### src/rtl/mem_hs_pkg.sv
// Shared types and constants for the handshaked data memory.
package mem_hs_pkg;

  // Access types; encodings 3, 6 and 7 are undefined and rejected at accept.
  typedef enum logic [2:0] {
    MEM_BYTE  = 3'd0,
    MEM_HALF  = 3'd1,
    MEM_WORD  = 3'd2,
    MEM_UBYTE = 3'd4,
    MEM_UHALF = 3'd5
  } mem_dt_e;

  typedef enum logic {
    ERR_NONE   = 1'b0,
    ERR_ACCESS = 1'b1
  } errno_e;

  typedef enum logic {
    RSP_EMPTY = 1'b0,
    RSP_FULL  = 1'b1
  } rsp_state_e;

  localparam logic [3:0] MEM_LANES_B0 = 4'b0001;
  localparam logic [3:0] MEM_LANES_B1 = 4'b0010;
  localparam logic [3:0] MEM_LANES_B2 = 4'b0100;
  localparam logic [3:0] MEM_LANES_B3 = 4'b1000;
  localparam logic [3:0] MEM_LANES_H0 = 4'b0011;
  localparam logic [3:0] MEM_LANES_H1 = 4'b1100;
  localparam logic [3:0] MEM_LANES_W  = 4'b1111;

  // Expand a 4-bit lane mask into a 32-bit bit mask.
  function automatic logic [31:0] lane_mask(input logic [3:0] be);
    return {{8{be[3]}}, {8{be[2]}}, {8{be[1]}}, {8{be[0]}}};
  endfunction

endpackage

### src/rtl/mem_hs_lane_ctl.sv
// Byte-lane decoder: {addr[1:0], dt} -> lane enables, sign-extend flag, access error.
module mem_lane_ctl
  import mem_hs_pkg::*;
(
  input  logic [1:0] addr_lo,
  input  mem_dt_e    dt,
  output logic [3:0] be,
  output logic       se,
  output logic       misalign_err
);

  // Lane decode; undefined access types report an error with no lanes enabled.
  always_comb begin
    be           = '0;
    se           = 1'b0;
    misalign_err = 1'b0;
    case (dt)
      MEM_BYTE, MEM_UBYTE: begin
        be = MEM_LANES_B0 << addr_lo;
        se = (dt == MEM_BYTE);
      end
      MEM_HALF, MEM_UHALF: begin
        be           = addr_lo[1] ? MEM_LANES_H1 : MEM_LANES_H0;
        se           = (dt == MEM_HALF);
        misalign_err = addr_lo[0];
      end
      MEM_WORD: begin
        be           = MEM_LANES_W;
        misalign_err = |addr_lo;
      end
      default: misalign_err = 1'b1;
    endcase
  end

endmodule

### src/rtl/mem_hs.sv
// Handshaked byte-enable data memory with synchronous (block-RAM style) read
// and a one-slot response buffer sustaining one access per cycle.
module mem_hs
  import mem_hs_pkg::*;
#(
  parameter int N = 64
) (
  input  logic        clk,
  input  logic        rst,
  input  logic        req_valid,
  output logic        req_ready,
  input  logic [31:0] req_addr,
  input  logic [31:0] req_wd,
  input  logic        req_we,
  input  mem_dt_e     req_dt,
  output logic        rsp_valid,
  input  logic        rsp_ready,
  output logic [31:0] rsp_rd,
  output errno_e      rsp_err
);

  localparam int AW = (N > 1) ? $clog2(N) : 1;

  logic [31:0] mem_q [N];
  logic [31:0] rd_word_q;

  rsp_state_e  state_q, state_d;
  errno_e      err_q, err_d;
  logic        load_q, load_d;
  logic [3:0]  be_q, be_d;
  logic        se_q, se_d;
  logic [1:0]  off_q, off_d;

  logic [3:0]    req_be;
  logic          req_se;
  logic          req_misalign;
  logic          range_err;
  logic          acc_err;
  logic          accept;
  logic          wr_en;
  logic          rd_en;
  logic [31:0]   wr_data;
  logic [AW-1:0] mem_idx;
  logic [31:0]   ld_shifted;
  logic [31:0]   ld_ext;

  mem_lane_ctl u_lane_ctl (
    .addr_lo      (req_addr[1:0]),
    .dt           (req_dt),
    .be           (req_be),
    .se           (req_se),
    .misalign_err (req_misalign)
  );

  // Request-side handshake, error classification and array port controls.
  always_comb begin
    rsp_valid = (state_q == RSP_FULL);
    req_ready = ~rst & (~rsp_valid | rsp_ready);
    accept    = req_valid & req_ready;
    range_err = (req_addr[31:2] >= 30'(N));
    acc_err   = range_err | req_misalign;
    wr_en     = accept & req_we & ~acc_err;
    rd_en     = accept & ~req_we & ~acc_err;
    mem_idx   = req_addr[AW+1:2];
    case (req_dt)
      MEM_BYTE, MEM_UBYTE: wr_data = {4{req_wd[7:0]}};
      MEM_HALF, MEM_UHALF: wr_data = {2{req_wd[15:0]}};
      default:             wr_data = req_wd;
    endcase
  end

  // Array write and registered read; no reset so it maps onto block RAM.
  always_ff @(posedge clk) begin
    if (wr_en) begin
      for (int unsigned i = 0; i < 4; i++) begin
        if (req_be[i]) mem_q[mem_idx][8*i +: 8] <= wr_data[8*i +: 8];
      end
    end
    if (rd_en) rd_word_q <= mem_q[mem_idx];
  end

  // Response slot next state: fill on accept, drain when consumed.
  always_comb begin
    state_d = state_q;
    err_d   = err_q;
    load_d  = load_q;
    be_d    = be_q;
    se_d    = se_q;
    off_d   = off_q;
    case (state_q)
      RSP_EMPTY: if (accept) state_d = RSP_FULL;
      RSP_FULL:  if (!accept && rsp_ready) state_d = RSP_EMPTY;
      default:   state_d = RSP_EMPTY;
    endcase
    if (accept) begin
      err_d  = acc_err ? ERR_ACCESS : ERR_NONE;
      load_d = ~req_we;
      be_d   = req_be;
      se_d   = req_se;
      off_d  = req_addr[1:0];
    end
  end

  // Response slot registers; a response pending at reset is dropped.
  always_ff @(posedge clk or posedge rst) begin
    if (rst) begin
      state_q <= RSP_EMPTY;
      err_q   <= ERR_NONE;
      load_q  <= 1'b0;
      be_q    <= '0;
      se_q    <= 1'b0;
      off_q   <= '0;
    end else begin
      state_q <= state_d;
      err_q   <= err_d;
      load_q  <= load_d;
      be_q    <= be_d;
      se_q    <= se_d;
      off_q   <= off_d;
    end
  end

  // Lane extract and extend from the registered word; width follows the lane mask.
  always_comb begin
    ld_shifted = (rd_word_q & lane_mask(be_q)) >> {off_q, 3'b000};
    ld_ext     = ld_shifted;
    if (se_q) begin
      if (be_q == MEM_LANES_H0 || be_q == MEM_LANES_H1)
        ld_ext = {{16{ld_shifted[15]}}, ld_shifted[15:0]};
      else
        ld_ext = {{24{ld_shifted[7]}}, ld_shifted[7:0]};
    end
    rsp_rd  = (load_q && err_q == ERR_NONE) ? ld_ext : '0;
    rsp_err = err_q;
  end

endmodule

### config.mk
export PLATFORM = sky130hd
export DESIGN_NAME = mem_hs
export DESIGN_NICKNAME = d
export VERILOG_FILES = /design/src/rtl/mem_hs_pkg.sv /design/src/rtl/mem_hs_lane_ctl.sv /design/src/rtl/mem_hs.sv
export SDC_FILE = /design/constraint.sdc
export NUM_CORES = 2
export LEC_CHECK = 0
export CORE_UTILIZATION = 38
export CTS_CLUSTER_SIZE = 30
export DETAILED_ROUTE_END_ITERATION = 8
export PLACE_DENSITY = 0.6
export SYNTH_ARGS = -nofsm -noshare
export SYNTH_HDL_FRONTEND = slang
export SYNTH_HIERARCHICAL = 1
export SYNTH_SLANG_ARGS = --single-unit
### constraint.sdc
create_clock -name clk -period 3.9 [get_ports clk]
set_input_delay 0.78 -clock clk [delete_from_list [all_inputs] [get_ports clk]]
set_output_delay 0.78 -clock clk [all_outputs]
set_load 0.02 [all_outputs]
==> results.sh <==
export IMPL_cts_tree="done"
export IMPL_cp_slowest_cell="edfxtp_1"
export IMPL_reg2reg_to="rd_word_q[0]$_DFFE_PP_"
export IMPL_crit_fanout=8
export IMPL_violations="design-rule violations"
export IMPL_grt_pass1_vias=45257
export IMPL_worst_pin_slew_ns=1.09
export IMPL_postSynthCellCount=4437
export IMPL_first_iter_violations=6398
export IMPL_ir_worst_vdd_mv=0.492
export IMPL_cts_buffers=203
export IMPL_dpl_cell_count=7655
export IMPL_first_pass_iters=9
export IMPL_endpoint_kind="output port"
export IMPL_grt_max_degree=81
export IMPL_synth_async_sr_flop_share=0.00478
export IMPL_overflow=0
export IMPL_clk_pin_slew_ns=0.07
export IMPL_areaGrowthSynthToFinish_pct=19.0
export IMPL_timing_rr_start="mem_q[51][0]$_DFFE_PP_"
export IMPL_hold_viol_final=0
export IMPL_vias_per_cell=5.76
export IMPL_wirelength_um=242000
export IMPL_crit_required_ns=3.12
export IMPL_r2r_cells=5
export IMPL_cts_root_buf="clkbuf_16"
export IMPL_drtAntennaViolNets=0
export IMPL_postCtsHoldBufs=0
export IMPL_ys_ff_latch=2090
export IMPL_path_cells="nand2_1 -> mux4_2 -> a21o_4 -> a31oi_4 -> buf_6 -> nor2b_1 -> clkdlybuf4s15_2"
export IMPL_grt_antenna_before_repair=20
export IMPL_slew_headroom=0.274
export IMPL_via_count=46265
export IMPL_hpwlAfterDp_um=162000
export IMPL_num_io_pins=107
export IMPL_max_stage_delay_ns=0.52
export IMPL_skew_ns=0.0430
export IMPL_die_w_um=464
export IMPL_hold_path_class="input pin to async pin"
export IMPL_die_h_um=464
export IMPL_crit_path_start_kind="flop"
export IMPL_syn_area_per_cell_sq_um=18.3
export IMPL_synth_warnings=6
export IMPL_endpoint="rsp_rd[24]"
export IMPL_coreArea_sq_um=212000
export IMPL_synth_main_ff_cell="edfxtp_1"
export IMPL_seq_area_frac_synth=0.772
export IMPL_fin_cells=8039
export IMPL_leakagePower_nw=31.2
export IMPL_worstSetupStartpoint="rd_word_q[7]$_DFFE_PP_"
export IMPL_synth_edf_count=2080
export IMPL_track_usage=0.221
export IMPL_layout_drive_gt1_share=0.244
export IMPL_worstSetupPathType="flop to output port"
export IMPL_htreeDepth=4
export IMPL_max_freq_mhz=257
export IMPL_start_util=0.383
export IMPL_r2r_slack_ns=1.32
export IMPL_die_area_sq_um=216000
export IMPL_clock_sinks=2090
export IMPL_cap_violations=0
export IMPL_fin_crit_sh=0.998
export IMPL_cts_max_path_buffers=3
export IMPL_fin_crit_ns=3.89
export IMPL_syn_nets=4509
export IMPL_grt_pass1_wl_um=339000
export IMPL_setup_viol=0
export IMPL_wl_per_cell_um=30.1
export IMPL_io_buffer_count=106
export IMPL_postCtsSetupRepairBufs=0
export IMPL_hold_worst_slack_ns=0.269
export IMPL_routabilityCongestion=0.946
export IMPL_rows=169
export IMPL_syn_cell_area_sq_um=81200
export IMPL_fin_util=0.455
export IMPL_status="finished, violations left"
export IMPL_p_per_area_nw_per_um2=493
export IMPL_insertion_delay_ns=0.87
export IMPL_drc_errors=14
export IMPL_final_max_slew_violation_count=0
export IMPL_final_nets=5112
export IMPL_cp_arrival_ns=3.11
export IMPL_synth_distinct_cells=62
==> logic make-up after synthesis <==
group	Yosys count	synth area share
mux	493	0.101
buf+inv	315	0.0172
flops	2090	0.772
compound gates	812	0.0722
simple gates	727	0.0379
==> layer usage <==
layer  vias up  part of all wire  track usage
met5         -           0.00039            0
met4        14             0.032       0.0699
met3       369              0.11       0.0613
met2      2509              0.45        0.334
met1     23961              0.40        0.308
li1      19412                 -            -
==> critical path, delay by kind of cell, from the launching register on <==
family                 cells  cell delay, ns
multiplexers               1            0.52
AO/OA/AOI/OAI              2            0.48
buffers and inverters      2            0.44
flip-flops                 1            0.52
AND/OR/NAND/NOR            2            0.27
==> state kept, by name, summed over array words and instances (netlist names) <==
name,cells
be_q,4
load_q,1
mem_q,2048
off_q,2
rd_word_q,32
rsp_err,1
rsp_valid,1
se_q,1
==> where the power goes <==
group          internal [mW]  switching [mW]  total [mW]  leakage [nW]
combinational          0.959            2.01        2.97          9.09
clock                   11.3            8.51        19.8          3.27
sequential              24.9          0.0212        24.9          18.8
==> cell type report <==
cell class,count,area [sq um]
tap,2821,3530
fill,18037,116000
clock inverter,140,1410
inverter,5,26.3
multi-input combinational,2032,17300
sequential,2090,62700
clock buffer,238,5300
antenna,5,12.5
timing repair buffer,708,6300
==> timing repair <==
item / CTS / global route
setup endpoints to repair: 31 / 28
gates resized for setup: 52 / 22
gates cloned: 0 / 1
==> how the worst min path moves through the flow <==
stage                                    from                  end  slack, ns  cells after the start
after floorplan            load_q$_DFFE_PP0P_   load_q$_DFFE_PP0P_       0.47                      2
after global placement    rsp_valid$_DFF_PP0_  rsp_valid$_DFF_PP0_       0.50                      2
after detailed placement   load_q$_DFFE_PP0P_   load_q$_DFFE_PP0P_       0.52                      2
after CTS                                 rst   load_q$_DFFE_PP0P_       0.23                      3
after global routing                      rst  rsp_valid$_DFF_PP0_       0.28                      3
final                                     rst  rsp_valid$_DFF_PP0_       0.27                      3
==> cells in the mapped netlist, drive strengths merged, types with 3 or more instances <==
| cell | count | area, sq um |
|---|---|---|
| o21ai | 109 | 546 |
| o21a | 8 | 60.1 |
| mux2i | 204 | 2040 |
| nor4 | 7 | 58.8 |
| and2 | 3 | 18.8 |
| nor2 | 356 | 1340 |
| edfxtp | 2080 | 62500 |
| nand2 | 260 | 976 |
| nand4 | 31 | 194 |
| nand3 | 12 | 80.1 |
| a211oi | 39 | 293 |
| mux2 | 34 | 390 |
| o22ai | 66 | 413 |
| o211ai | 31 | 233 |
| a22oi | 125 | 938 |
| o22a | 38 | 333 |
| or2 | 4 | 25.0 |
| nand2b | 8 | 50.1 |
| a21oi | 99 | 495 |
| or3b | 3 | 26.3 |
| buf | 141 | 744 |
| nor2b | 16 | 100 |
| mux4 | 255 | 5740 |
| nor3 | 3 | 20.0 |
| clkbuf | 169 | 634 |
| nor3b | 7 | 52.6 |
| dfrtp | 10 | 250 |
| o31ai | 3 | 22.5 |
| inv | 5 | 18.8 |
| and3 | 3 | 18.8 |
| a221oi | 247 | 2160 |
| a31oi | 26 | 169 |
| a32o | 8 | 80.1 |
| and3b | 5 | 43.8 |
==> through the flow <==
step	power [mW]	setup slack (ns)	setup TNS, ns	area, sq um
after global placement	28.3	0.151	0	89900
after CTS	47.8	-0.173	-0.651	96600
after detailed placement	28.3	0.172	0	89900
after global routing	48.8	-0.0149	-0.0373	96600
final	47.6	0.00678	0	96600
after floorplan	26.8	0.200	0	81200
==> cell usage in the layout (no fill, tap or decap), types with 64 or more instances in the layout <==
cell and n:
mux2i_1 204, a22oi_1 125, a221oi_1 247, a21oi_1 97, nand2_1 260, o21ai_0 99, nor2_1 353, buf_4 535
clkbuf_16 207, clkdlybuf4s50_1 70, mux4_2 255, edfxtp_1 2080, o22ai_1 66, buf_12 64
(Power assumes the default switching activity.)
